--- config.mk ---
export PLATFORM = sky130hd
export DESIGN_NAME = bcd_conv_arbiter
export DESIGN_NICKNAME = d
export VERILOG_FILES = /design/src/rtl/bcd_conv_arbiter.sv
export SDC_FILE = /design/constraint.sdc
export NUM_CORES = 1
export LEC_CHECK = 0
export BUFFER_PORTS_ARGS = -buffer_cell sky130_fd_sc_hd__buf_2
export CAP_MARGIN = 40
export CORE_ASPECT_RATIO = 1.2
export CORE_UTILIZATION = 45
export CTS_BUF_LIST = sky130_fd_sc_hd__clkbuf_4
export CTS_CLUSTER_SIZE = 20
export DETAILED_ROUTE_END_ITERATION = 10
export PLACE_DENSITY_LB_ADDON = 0.1
export SLEW_MARGIN = 5
export SYNTH_ARGS = -nofsm -noshare
export SYNTH_HDL_FRONTEND = slang
export SYNTH_SLANG_ARGS = --single-unit
--- constraint.sdc ---
create_clock -name i_Clock -period 3.5 [get_ports i_Clock]
set_clock_uncertainty 0.1 [all_clocks]
set_input_delay 0.175 -clock i_Clock [delete_from_list [all_inputs] [get_ports i_Clock]]
set_output_delay 0.175 -clock i_Clock [all_outputs]
set_load 0.01 [all_outputs]
--- src/rtl/bcd_conv_arbiter.sv ---
// Round-robin arbiter/sequencer sharing one binary-to-BCD converter among
// NUM_REQ requesters, with a watchdog on the converter's data-valid.
// Ports:
//   i_Clock, i_Rst_n      clock (rising edge), async active-low reset
//   i_Req, i_Req_Binary   per-requester request level and packed operands
//   o_Ack                 one-cycle grant pulse for the winning requester
//   o_Done / o_Error      one-cycle completion / timeout pulse for that requester
//   o_BCD                 last captured converter result
//   o_Busy                high from grant until done/error
//   o_Conv_Start          one-cycle start pulse to the converter
//   o_Conv_Binary         latched operand driven to the converter
//   i_Conv_DV, i_Conv_BCD converter data-valid and result
module bcd_conv_arbiter #(
  parameter int NUM_REQ        = 2,
  parameter int INPUT_WIDTH    = 8,
  parameter int DECIMAL_DIGITS = 3,
  parameter int TIMEOUT_CYCLES = 255
) (
  input  logic                          i_Clock,
  input  logic                          i_Rst_n,
  input  logic [NUM_REQ-1:0]            i_Req,
  input  logic [NUM_REQ*INPUT_WIDTH-1:0] i_Req_Binary,
  output logic [NUM_REQ-1:0]            o_Ack,
  output logic [NUM_REQ-1:0]            o_Done,
  output logic [NUM_REQ-1:0]            o_Error,
  output logic [DECIMAL_DIGITS*4-1:0]   o_BCD,
  output logic                          o_Busy,
  output logic                          o_Conv_Start,
  output logic [INPUT_WIDTH-1:0]        o_Conv_Binary,
  input  logic                          i_Conv_DV,
  input  logic [DECIMAL_DIGITS*4-1:0]   i_Conv_BCD
);

  localparam int unsigned IDX_W = (NUM_REQ > 1) ? $clog2(NUM_REQ) : 1;
  localparam int unsigned SUM_W = IDX_W + 1;
  localparam int unsigned CNT_W = $clog2(TIMEOUT_CYCLES + 1);
  localparam int unsigned BCD_W = DECIMAL_DIGITS * 4;

  typedef enum logic [2:0] {
    S_IDLE,
    S_GRANT,
    S_START,
    S_WAIT,
    S_FINISH
  } state_e;

  state_e                 state_q, state_d;
  logic [IDX_W-1:0]       ptr_q, ptr_d;
  logic [IDX_W-1:0]       idx_q, idx_d;
  logic [CNT_W-1:0]       cnt_q, cnt_d;
  logic                   ok_q, ok_d;
  logic [NUM_REQ-1:0]     ack_q, ack_d;
  logic [NUM_REQ-1:0]     done_q, done_d;
  logic [NUM_REQ-1:0]     err_q, err_d;
  logic [BCD_W-1:0]       bcd_q, bcd_d;
  logic                   busy_q, busy_d;
  logic                   start_q, start_d;
  logic [INPUT_WIDTH-1:0] bin_q, bin_d;

  logic                   win_found;
  logic [IDX_W-1:0]       win_idx;
  logic [SUM_W-1:0]       sum;
  logic [IDX_W-1:0]       cand;

  // Round-robin search: first active request at or above the pointer, wrapping.
  always_comb begin
    win_found = 1'b0;
    win_idx   = '0;
    sum       = '0;
    cand      = '0;
    for (int i = 0; i < NUM_REQ; i++) begin
      sum = {1'b0, ptr_q} + SUM_W'(i);
      if (sum >= SUM_W'(NUM_REQ)) sum = sum - SUM_W'(NUM_REQ);
      cand = sum[IDX_W-1:0];
      if (!win_found && i_Req[cand]) begin
        win_found = 1'b1;
        win_idx   = cand;
      end
    end
  end

  // State and output registers.
  always_ff @(posedge i_Clock or negedge i_Rst_n) begin
    if (!i_Rst_n) begin
      state_q <= S_IDLE;
      ptr_q   <= '0;
      idx_q   <= '0;
      cnt_q   <= '0;
      ok_q    <= 1'b0;
      ack_q   <= '0;
      done_q  <= '0;
      err_q   <= '0;
      bcd_q   <= '0;
      busy_q  <= 1'b0;
      start_q <= 1'b0;
      bin_q   <= '0;
    end else begin
      state_q <= state_d;
      ptr_q   <= ptr_d;
      idx_q   <= idx_d;
      cnt_q   <= cnt_d;
      ok_q    <= ok_d;
      ack_q   <= ack_d;
      done_q  <= done_d;
      err_q   <= err_d;
      bcd_q   <= bcd_d;
      busy_q  <= busy_d;
      start_q <= start_d;
      bin_q   <= bin_d;
    end
  end

  // Next-state and registered-output logic.
  always_comb begin
    state_d = state_q;
    ptr_d   = ptr_q;
    idx_d   = idx_q;
    cnt_d   = cnt_q;
    ok_d    = ok_q;
    ack_d   = '0;
    done_d  = '0;
    err_d   = '0;
    bcd_d   = bcd_q;
    busy_d  = busy_q;
    start_d = 1'b0;
    bin_d   = bin_q;

    case (state_q)
      S_IDLE: begin
        busy_d = 1'b0;
        if (win_found) begin
          idx_d   = win_idx;
          bin_d   = i_Req_Binary[win_idx*INPUT_WIDTH +: INPUT_WIDTH];
          state_d = S_GRANT;
        end
      end
      S_GRANT: begin
        ack_d   = NUM_REQ'(1) << idx_q;
        busy_d  = 1'b1;
        // Re-sample on the ack edge; requester holds the operand until then.
        bin_d   = i_Req_Binary[idx_q*INPUT_WIDTH +: INPUT_WIDTH];
        ptr_d   = (idx_q == IDX_W'(NUM_REQ - 1)) ? '0 : idx_q + 1'b1;
        state_d = S_START;
      end
      S_START: begin
        start_d = 1'b1;
        cnt_d   = '0;
        state_d = S_WAIT;
      end
      S_WAIT: begin
        // The cycle carrying the start pulse is not a wait cycle: DV is ignored
        // and the watchdog does not advance.
        if (start_q) begin
          cnt_d = cnt_q;
        end else if (i_Conv_DV) begin
          bcd_d   = i_Conv_BCD;
          ok_d    = 1'b1;
          state_d = S_FINISH;
        end else if (cnt_q == CNT_W'(TIMEOUT_CYCLES - 1)) begin
          ok_d    = 1'b0;
          state_d = S_FINISH;
        end else begin
          cnt_d = cnt_q + 1'b1;
        end
      end
      S_FINISH: begin
        if (ok_q) done_d = NUM_REQ'(1) << idx_q;
        else      err_d  = NUM_REQ'(1) << idx_q;
        state_d = S_IDLE;
      end
      default: state_d = S_IDLE;
    endcase
  end

  assign o_Ack         = ack_q;
  assign o_Done        = done_q;
  assign o_Error       = err_q;
  assign o_BCD         = bcd_q;
  assign o_Busy        = busy_q;
  assign o_Conv_Start  = start_q;
  assign o_Conv_Binary = bin_q;

endmodule

# == Word level (Yosys, flattened, before mapping) ==
# Index checks and enable logic that the tools add are counted.
# word_totals
register_bits,42
in_bits,33
out_inout_bits,28
elab_cells,78
# op_classes
n_addsub,5
n_lt_le_gt_ge,4
n_eq_ne,10
n_shift,3
mux,31
n_bitwise,1
reduce_logical,12
# op_table
operator,n
$mux 8,4
$pmux 8 s2,2
$shiftx 16x5->8,2
$mux 1,14
$mux 3,4
$pmux 3 s4,1
$mux 2,5
$reduce_and 3->1,3
$add 8x1->8 const B,1
$eq 8x8->1 const B,1
$ne 2x2->1 const B,4
$eq 3x2->1 const B,2
$reduce_bool 2->1,3
$lt 1x2->1 const B,2
$reduce_and 2->1,2
$reduce_and 4->1,1
$eq 3x1->1 const B,1
$eq 3x3->1 const B,1
$logic_not 3->1,1
$ne 3x3->1 const B,1
$add 1x1->2 const B,1
$ge 1x2->1 const B,1
$ge 2x2->1 const B,1
$pmux 1 s2,1
other kinds (6),7

# == Longest topological paths before layout ==
# Gate-level depths: netlist of run 1.
# depth
word_depth,11
ltp_mapped,7
depth_no_buf,6

# == Least setup slack after synthesis of run 1 ==
# No wires, ideal clock.
# synth_path
path_type,reg-to-reg
from,register cnt_q[0]
to,register cnt_q[0]
setup_ns,0.066
t_arrival_ns,1.683
t_required_ns,3.334
setup_slack_ns,1.651
stages_incl_launch_ff,8
path_buffers,1
synth_period_minus_slack_ns,1.849
cell_sequence,dfrtp_1 > inv_1 > ha_1 > and3_1 > and3_1 > clkbuf_1 > or4_1 > nand2_1
# synth_between
elab_chain_cells,5
word_cells_on_any_way,8
cone_classes,1 x add/sub; 2 x eq/ne; 4 x mux; 1 x reduce/logical
# synth_rtl
element,line_no,source
start: declaration,50,"logic [CNT_W-1:0] cnt_q, cnt_d;"
start signal: assignment,101,cnt_q <= cnt_d;
$add 8x1->8,163,cnt_d = cnt_q + 1'b1;
$mux 8,159,end else if (cnt_q == CNT_W'(TIMEOUT_CYCLES - 1)) begin
$mux 8,155,end else if (i_Conv_DV) begin
$mux 8,153,if (start_q) begin
$pmux 8 s2,128,case (state_q)
# Several ways; a longest one is shown, not always the timed one. The select of a mux whose other input is x is not followed.
# A chain may end at the register's enable or synchronous reset.

# == Final worst setup path of run 1 ==
# layout_path
from,register cnt_q[0]
to,register cnt_q[4]
# The elaborated chain is that of the path after synthesis.

==> impl_results.md, run 1 <==
- Global-route wire length before repair: 6.29 mm
- Die Wd: 61.0 um
- Status: completed
- Design area: 2430 um2
- CTS HTree Levels: 2
- Largest net degree at the start of global routing: 28
- Vias in the first global route: 1459
- Post-placement cell area: 2240 um2
- Critical Path AT: 2.18 ns
- Total grt overflow: 0
- Fill count: 362
- Share of layout cells above drive strength 1: 40.5%
- Hold WS: 0.0286 ns
- Post-synth top area share: 55.9%
- WS Path Type: reg -> reg
- GR Util All Layers: 19.3%
- Cell taking the most area after synthesis: dfrtp_1
- Final WS setup: 1.50 ns
- Total Wirelength: 3.79 mm
- Iter 0 DRT Violations: 54
- Final ANT Viol Nets: 0
- FFs w/ async S/R, synth: 100%
- CTS tree: yes
- Clk sinks: 42
- Cell family with most CP delay: simple AND/OR/NAND/NOR gates
- Synth top area cells: dfrtp_1 56%, mux2_2 7.2%, mux2i_1 5.3%, a21oi_2 3.7%, nor2_1 3.4%
- Max stage delay on crit path: 0.50 ns
- Startpoint Class: flip-flop
- Root buffer cell: clkbuf_4
- Area of the core: 3970 um2
- Setup TNS: 0 ns
- Final Hold Fails: 0
- # DRC: 0
- Std-Cell Rows: 25
- Dpl hpwl: 2.80 mm
- Max Slew Vio Count: 0
- Mapped Area: 1880 um2
- RSZ-0062 raised after global routing: false
- Post-Syn Nets: 196
- R2r startpoint: cnt_q[0]$_DFFE_PN0P_
- Crit Path Max Fanout: 14
- Top Ports: 61
- Worst hold path type: in -> reg
- Pwr dens: 737 nW/um2
- Clk buf depth: 2
- Latest clock arrival within the worst-skew pair: 0.35 ns
- Area grow syn2layout: 29.3%
- Synth cell types: 34
- CP max stage cell: or4_1
- Clock transition at path regs: 0.12 ns
- DR WL/cell: 13.0 um
- Maximum clock rate: 500 MHz
- CTS buffer count: 5
- Register bit total from synthesis: 42
- Count leader, synth: dfrtp_1
- Crit-path cells: inv_1 -> ha_1 -> and3_1 -> and3_1 -> or4_1 -> a21oi_1
- Final period utilization: 57.2%
- Leakage: 1.17 nW
- Placer congestion estimate: 0.819
- Vias per cell: 5.07
- Prevailing post-synth register cell: dfrtp_1
- Least-Margin Pin Slew: 0.526 ns
- Crit path from: cnt_q[0]$_DFFE_PN0P_
- Vias: 1475
- DRT Pass-1 Iters: 4
- Post-synth EDFFs: 0
- Die ar.: 4450 um2
- Pre-CTS WS: 1.54 ns
- Bufs and invs on worst path: 1
- Net count, final: 271
- CP most frequent cell: and3_1
- CP Capture Type: flip-flop
- Yosys warns: 0
- Top post-synthesis cells by count: 42 x dfrtp_1, 17 x nor2_1, 12 x mux2_2
- N_diodes: 0
- Max cap viols: 0
- Initial antenna violation count: 0
- Syn Inst Count: 161
- Worst Path Required: 3.68 ns
- CTS resizes: 0
- Avg Inst Size Synth: 11.7 um2
- Tmin final: 2.00 ns
- I/O Buffers: 60
- Peak supply drop: 0.387 mV
- Final Setup Violations: 0
- Die Y: 72.8 um
- Max-slew headroom: 64.8%
- Post CTS Setup Buffer Count: 0
- Initial Util: 47.4%
- HP Start: i_Req_Binary[10]
- Register area share after synthesis: 55.9%
where the power goes:
| part | switching (W) | total (W) | internal (W) |
|---|---|---|---|
| registers | 0.000138 | 0.000803 | 0.000665 |
| clock network | 0.000164 | 0.000245 | 0.0000805 |
| logic | 0.000390 | 0.000744 | 0.000354 |
| total | 0.000692 | 0.00179 | 0.00110 |
cell usage in the layout (no fill, tap or decap), types with 4 or more instances in the layout:
| cell type | count |
|---|---|
| mux2i_1 | 10 |
| a21oi_1 | 5 |
| o21ai_0 | 5 |
| mux2_2 | 12 |
| nand2_1 | 9 |
| nor3_1 | 6 |
| dlygate4sd3_1 | 13 |
| inv_1 | 5 |
| a21oi_2 | 8 |
| or4_1 | 5 |
| nor2_1 | 17 |
| clkbuf_4 | 5 |
| o31ai_1 | 4 |
| buf_2 | 60 |
| dfrtp_1 | 42 |
sequential cells by signal, summed over array words and instances (netlist names):
signal         cells
o_Error            2
o_Conv_Binary      8
o_Busy             1
cnt_q              8
o_BCD             12
ok_q               1
o_Ack              2
ptr_q              1
idx_q              1
o_Conv_Start       1
o_Done             2
state_q            3
what timing repair did:
item / CTS / global route
hold buffers: 13 / 0
endpoints found under the hold margin: 54 / 0
endpoints found under the setup margin: 0 / 0
final cells by class:
type                            instances  area, um2  area share (%)
Multi-Input combinational cell        107        776            31.9
Clock inverter                          3       23.8           0.977
Clock buffer                            5       37.5            1.54
Timing Repair Buffer                   75        458            18.8
Tap cell                               54       67.6            2.78
Inverter                                5       18.8           0.772
Sequential cell                        42       1050            43.2
metal layers:
metal  GRT usage, %  routed length [um]  up-vias
li1               -                   -      727
met1           21.8                1510      699
met2           34.5                2070       43
met3           4.08                 156        6
met4           7.07                  56        0
met5              0                   0        -
cells by family (layout without fill, tap and decap cells):
logic type	Yosys count	after routing	synth area share, %
multiplexers	22	22	12.5
adder cells (fa/ha/maj)	2	2	1.33
buffers and inverters	12	88	3.19
flip-flops	42	42	55.9
AND/OR/NAND/NOR	56	56	16.2
AO/OA/AOI/OAI	27	27	11.0
stage by stage:
| step | cells | util [%] | power, W |
|---|---|---|---|
| 5_1_grt | 291 | 61.2 | 0.00194 |
| 2_1_floorplan | 161 | - | 0.00131 |
| 3_3_place_gp | 268 | 55.7 | 0.00151 |
| 6_report | 291 | 61.2 | 0.00179 |
| 3_5_place_dp | 270 | 56.4 | 0.00156 |
| 4_1_cts | 291 | 61.2 | 0.00182 |
final timing paths:
check | endpoint | slack [ns] | cells after the start
max | cnt_q[4]$_DFFE_PN0P_ | 1.50 | 6
min | o_Conv_Binary[2]$_DFFE_PN0P_ | 0.03 | 3
max reg2reg | cnt_q[4]$_DFFE_PN0P_ | 1.50 | 6
min reg2reg | o_Error[1]$_DFF_PN0_ | 0.39 | 1
max in group asynchronous | cnt_q[0]$_DFFE_PN0P_ | 2.68 | 3
min in group asynchronous | o_Ack[0]$_DFF_PN0_ | 0.16 | 2
worst reg2reg max path, stage by stage, from the launching register on:
cell     delay, ns
dfrtp_1       0.46
inv_1         0.07
ha_1          0.19
and3_1        0.17
and3_1        0.30
or4_1         0.50
a21oi_1       0.15
Note: power is estimated with default switching activity, not from simulation.
==> run 2: changes to the inputs <==
- clock period: 3.5 -> 1.7 ns (I/O delays scaled with it)
==> run 2 against run 1 <==
Effect of this change:
- the flow now finishes with violations (negative setup slack)
- critical endpoint is now o_Conv_Binary[3]$_DFFE_PN0P_
- register-to-register slack got worse by 1.5 ns
- sequential power increased by 98%
- utilization increased by 12 points
- via count increased by 15%
- global-route usage increased by 4.6 points
- fmax increased by 16%
- worst setup slack got worse by 1.5 ns
- design area increased by 20%
==> impl_results.md, run 2 (synthesis results as in run 1) <==
- Most frequent cells in the layout: 60 x buf_2, 39 x dfrtp_1, 31 x dlygate4sd3_1, 22 x buf_4, 17 x nor2_1
- Initial antenna violation count: 0
- Max Slew Vio Count: 0
- Reg2reg end: o_Conv_Binary[3]$_DFFE_PN0P_
- Pwr dens: 1510 nW/um2
- Iter 0 DRT Violations: 65
- Bufs and invs on worst path: 1
- R2R depth: 5
- Total Wirelength: 4.86 mm
- RSZ-0062 raised after global routing: true
- Dpl hpwl: 3.02 mm
- DR WL/cell: 14.6 um
- Fill count: 293
- Global-route wire length before repair: 7.62 mm
- Reg2reg setup slack: -0.02 ns
- Maximum clock rate: 580 MHz
- Tmin final: 1.72 ns
- DRT Pass-1 Iters: 4
- Worst hold path type: in -> reg
- Tot Pwr: 0.00442 W
- HP Start: i_Conv_DV
- Max-slew headroom: 64.3%
- Max stage delay on crit path: 0.45 ns
- Final WS setup: -0.0240 ns
- Least-Margin Pin Slew: 0.535 ns
- Area of the multi-input gates: 848 um2
- Failing checks: negative setup slack
- Final period utilization: 101%
- Die Y: 72.8 um
- Worst Path Required: 1.86 ns
- # DRC: 0
- CTS tree: yes
- Die ar.: 4450 um2
- CP max stage cell: dfrtp_2
- Hold depth: 3
- Crit-path cells: or3b_4 -> a31oi_4 -> buf_12 -> mux2i_1 -> a21oi_2
- Crit Path Max Fanout: 8
- Clk sinks: 42
- Status: complete, but fails checks
- Total grt overflow: 0
- Share of layout cells above drive strength 1: 48.4%
- Hold WS: 0.0603 ns
- I/O Buffers: 60
- Clk buf depth: 2
- Top Ports: 61
- Max cap viols: 0
- Peak supply drop: 0.919 mV
- N_diodes: 0
- Vias in the first global route: 1696
- Final Setup Violations: 7
- Placer congestion estimate: 0.764
- Area grow syn2layout: 55.1%
- Root buffer cell: clkbuf_4
- Setup TNS: -0.0977 ns
- Critical Path AT: 1.88 ns
- R2r startpoint: state_q[2]$_DFFE_PN0P_
- GR Util All Layers: 23.8%
- Latest clock arrival within the worst-skew pair: 0.36 ns
- Initial Util: 47.4%
- Vias per cell: 5.08
- Area of the core: 3970 um2
- WS Path Type: reg -> reg
- Std-Cell Rows: 25
- Net count, final: 313
- Leakage: 1.37 nW
- Final ANT Viol Nets: 0
- Vias: 1690
- Startpoint Class: flip-flop
- CP Capture Type: flip-flop
- Cell family with most CP delay: flip-flops
- Final Hold Fails: 0
- Commonest non-fill, non-tap cell in the layout: buf_2
- Sequential cell area: 1050 um2
- CTS HTree Levels: 2
- Die Wd: 61.0 um
- CTS buffer count: 5
- Max reg flops: 12
- Largest net degree at the start of global routing: 43
- Clock transition at path regs: 0.13 ns
- Hold Path End: state_q[2]$_DFFE_PN0P_
[run 2: cell count changes in the layout (fill, tap and decap cells not counted), sizes merged]
cell,before,now
buf,62,86
bufinv,0,1
clkbuf,5,6
clkinvlp,2,1
dlygate4sd3,13,31
inv,6,5
[run 2: report_power, final]
| group | internal, W | total [W] | switching [W] |
|---|---|---|---|
| clock network | 0.000326 | 0.000653 | 0.000327 |
| logic | 0.00113 | 0.00218 | 0.00106 |
| registers | 0.00138 | 0.00159 | 0.000210 |
[run 2: how the worst max path moves through the flow]
| stage | from | endpoint | slack, ns | cells after the start |
|---|---|---|---|---|
| 6_report | state_q[2]$_DFFE_PN0P_ | o_Conv_Binary[3]$_DFFE_PN0P_ | -0.02 | 5 |
| 2_1_floorplan | state_q[2]$_DFFE_PN0P_ | o_Conv_Binary[0]$_DFFE_PN0P_ | -0.03 | 5 |
| 4_1_cts | state_q[2]$_DFFE_PN0P_ | o_Conv_Binary[0]$_DFFE_PN0P_ | -0.02 | 5 |
| 5_1_grt | state_q[2]$_DFFE_PN0P_ | o_Conv_Binary[3]$_DFFE_PN0P_ | -0.09 | 5 |
| 3_3_place_gp | state_q[2]$_DFFE_PN0P_ | o_Conv_Binary[5]$_DFFE_PN0P_ | -0.07 | 3 |
| 3_5_place_dp | state_q[2]$_DFFE_PN0P_ | o_Conv_Binary[0]$_DFFE_PN0P_ | -0.06 | 5 |
[run 2: what timing repair did]
action / 4_1_cts / 5_1_grt
gates cloned: 0 / 0
hold buffers: 31 / 0
buffers inserted: 4 / 6
pin swaps: 1 / 5
gates resized for setup: 7 / 11
endpoints found under the setup margin: 14 / 27
endpoints found under the hold margin: 63 / 0
[run 2: area by class of cell]
class	instances	area share (%)
inverter	5	0.643
sequential	42	36.1
timing repair buffer	117	29.0
clock inverter	2	1.29
multi-input combinational	107	29.1
clock buffer	6	1.54
tap	54	2.31
[run 2: through the flow]
stage                     utilization, %  std cells  instance area (um2)  setup slack, ns
after global placement              59.3        283                 2360          -0.0702
after floorplan                        -        161                 1900          -0.0282
final                               73.5        333                 2920          -0.0240
after detailed placement            59.6        284                 2370          -0.0639
after CTS                           71.2        327                 2830          -0.0158
after global routing                73.5        333                 2920          -0.0874
[run 2: metal layers]
metal / vias to the layer above / wire length (um) / global-route usage [%]
li1: 810 / - / -
met1: 819 / 1830 / 27.4
met2: 53 / 2740 / 40.8
met3: 8 / 200 / 5.85
met4: 0 / 91 / 10.6
met5: - / 0 / 0
[run 2: tightest hold or removal path: cells and delay by family]
family,cells,cell delay [ns]
and+or+nand+nor,1,0.09
buffers and inverters,1,0.12
AOI/OAI and AO/OA,1,0.19
==> run 3: changes to the inputs <==
- BUFFER_PORTS_ARGS: -buffer_cell sky130_fd_sc_hd__buf_2 -> not set
- CORE_UTILIZATION: 45 -> 30
- DONT_BUFFER_PORTS: not set -> 1
- SETUP_SLACK_MARGIN: not set -> 0.2
==> run 3 against run 2 <==
Effect of this change:
- largest power group unchanged
- combinational power up 6%
- sequential power increased by 14%
- flip-flop and latch count stayed put
- the run still ends with negative setup slack left
- highest routed layer unchanged
==> impl_results.md, run 3 (synthesis results as in run 1) <==
- Die ar.: 6590 um2
- Finished Layout Cells: 310
- CTS buffer count: 5
- Worst Path Required: 1.84 ns
- Fill count: 548
- Initial antenna violation count: 0
- Final period utilization: 101%
- Most frequent cells in the layout: 40 x dfrtp_1, 32 x dlygate4sd3_1, 20 x buf_4, 14 x nor2_1, 13 x a21oi_2
- Peak supply drop: 0.660 mV
- Largest net degree at the start of global routing: 43
- Design area: 2940 um2
- Leakage: 1.31 nW
- Root buffer cell: clkbuf_4
- CP Capture Type: flip-flop
- Vias: 1496
- Net count, final: 263
- Clk sinks: 42
- Crit-path cells: or3b_4 -> a31oi_4 -> buf_12 -> mux2i_1 -> a21oi_2
- Vias per cell: 4.83
- DR WL/cell: 16.1 um
- Commonest non-fill, non-tap cell in the layout: dfrtp_1
- Startpoint Class: flip-flop
- Latest clock arrival within the worst-skew pair: 0.34 ns
- Share of layout cells above drive strength 1: 45.2%
- Clock transition at path regs: 0.12 ns
- Placer congestion estimate: 0.800
- I/O Buffers: 0
- Global-route wire length before repair: 7.64 mm
- Final WS setup: -0.0189 ns
- Area of the core: 6050 um2
- CTS tree: yes
- RSZ-0062 raised after global routing: true
- R2R depth: 5
- Post-placement cell area: 2140 um2
- Max stage delay on crit path: 0.44 ns
- WS Path Type: reg -> reg
- CTS HTree Levels: 2
- Top Ports: 61
- Pwr dens: 1610 nW/um2
- Worst hold path type: in -> reg
- Die Y: 88.8 um
- Final Hold Fails: 0
- Total Wirelength: 4.98 mm
- Std-Cell Rows: 31
- Hold depth: 2
- Crit Path Max Fanout: 8
- Least-Margin Pin Slew: 0.316 ns
- Dpl hpwl: 2.91 mm
- Cells after DPL: 252
- Max reg flops: 12
- Final Setup Violations: 7
- CP max stage cell: dfrtp_2
- Critical Path AT: 1.86 ns
- Die Wd: 74.3 um
- N_diodes: 0
- Max-slew headroom: 78.8%
- Status: complete, but fails checks
- Max Slew Vio Count: 0
- # DRC: 0
- DRT Pass-1 Iters: 2
- Iter 0 DRT Violations: 42
- Total grt overflow: 0
- Initial Util: 31.1%
- Area grow syn2layout: 56.1%
- Max cap viols: 0
- Reg2reg setup slack: -0.02 ns
- Clk buf depth: 2
- Maximum clock rate: 582 MHz
- Post-Route Utilization: 48.5%
- Vias in the first global route: 1535
- GR Util All Layers: 15.8%
- Failing checks: negative setup slack
- Final ANT Viol Nets: 0
- Tmin final: 1.72 ns
## run 3: changes by cell type in the layout (fill, tap and decap cells not counted), sizes merged
cell,before,now
and3,2,3
dlygate4sd3,31,32
clkinvlp,1,0
buf,86,33
clkinv,0,1
## run 3: path summary, 6_finish.rpt
kind,start,to
setup / recovery,state_q[0]$_DFFE_PN0P_,o_Conv_Binary[7]$_DFFE_PN0P_
hold / removal,i_Req[0],idx_q$_DFFE_PN0P_
setup reg to reg,state_q[0]$_DFFE_PN0P_,o_Conv_Binary[7]$_DFFE_PN0P_
hold reg to reg,ptr_q$_DFFE_PN0P_,ptr_q$_DFFE_PN0P_
max in group asynchronous,i_Rst_n,o_Busy$_DFFE_PN0P_
min in group asynchronous,i_Rst_n,state_q[1]$_DFFE_PN0P_
## run 3: final cells by class
cell class              instances  area, um2  share of cell area [%]
flip-flops and latches         42       1050                    35.9
multi-input cells             108       1020                    34.8
repair buffers                 66        668                    22.8
well taps                      82        103                    3.49
clock buffers                   5       37.5                    1.28
clock inverters                 2       33.8                    1.15
inverters                       5       18.8                   0.639
## run 3: where the power goes
group / internal (W) / switching, W
Combinational: 0.00129 / 0.00102
Sequential: 0.00138 / 0.000428
Clock: 0.000298 / 0.000318
Total: 0.00296 / 0.00176
## run 3: worst max-delay path, delay by kind of cell (launching register included)
| kind | cells | cell delay (ns) |
|---|---|---|
| AND/OR/NAND/NOR | 1 | 0.42 |
| AO/OA/AOI/OAI | 2 | 0.25 |
| multiplexers | 1 | 0.24 |
| flip-flops | 1 | 0.44 |
| buffers and inverters | 1 | 0.17 |
## run 3: stage by stage
| step | hold slack [ns] | power, W | setup slack, ns | TNS (ns) |
|---|---|---|---|---|
| final | 0.0466 | 0.00472 | -0.0189 | -0.0562 |
| after global routing | 0.0210 | 0.00503 | -0.0827 | -0.743 |
| after CTS | 0.0275 | 0.00432 | -0.0229 | -0.104 |
| after detailed placement | -0.309 | 0.00327 | -0.111 | -0.820 |
| after global placement | -0.309 | 0.00319 | -0.152 | -1.15 |
| after floorplan | -0.311 | 0.00277 | -0.0282 | -0.244 |
## run 3: routing by layer
layer	global-route usage, %	up-vias	routed length [um]
li1	-	709	-
met1	18.4	733	1950
met2	26.0	42	2660
met3	4.56	12	234
met4	8.40	0	140
met5	0	-	0
## run 3: repair_timing
| action | 4_1_cts | 5_1_grt |
|---|---|---|
| hold buffers | 33 | 0 |
| pin swaps | 6 | 8 |
| hold endpoints to repair | 66 | 0 |
| gates cloned | 1 | 2 |
| resized for setup | 27 | 36 |
| endpoints found under the setup margin | 18 | 36 |
| setup buffers | 9 | 6 |
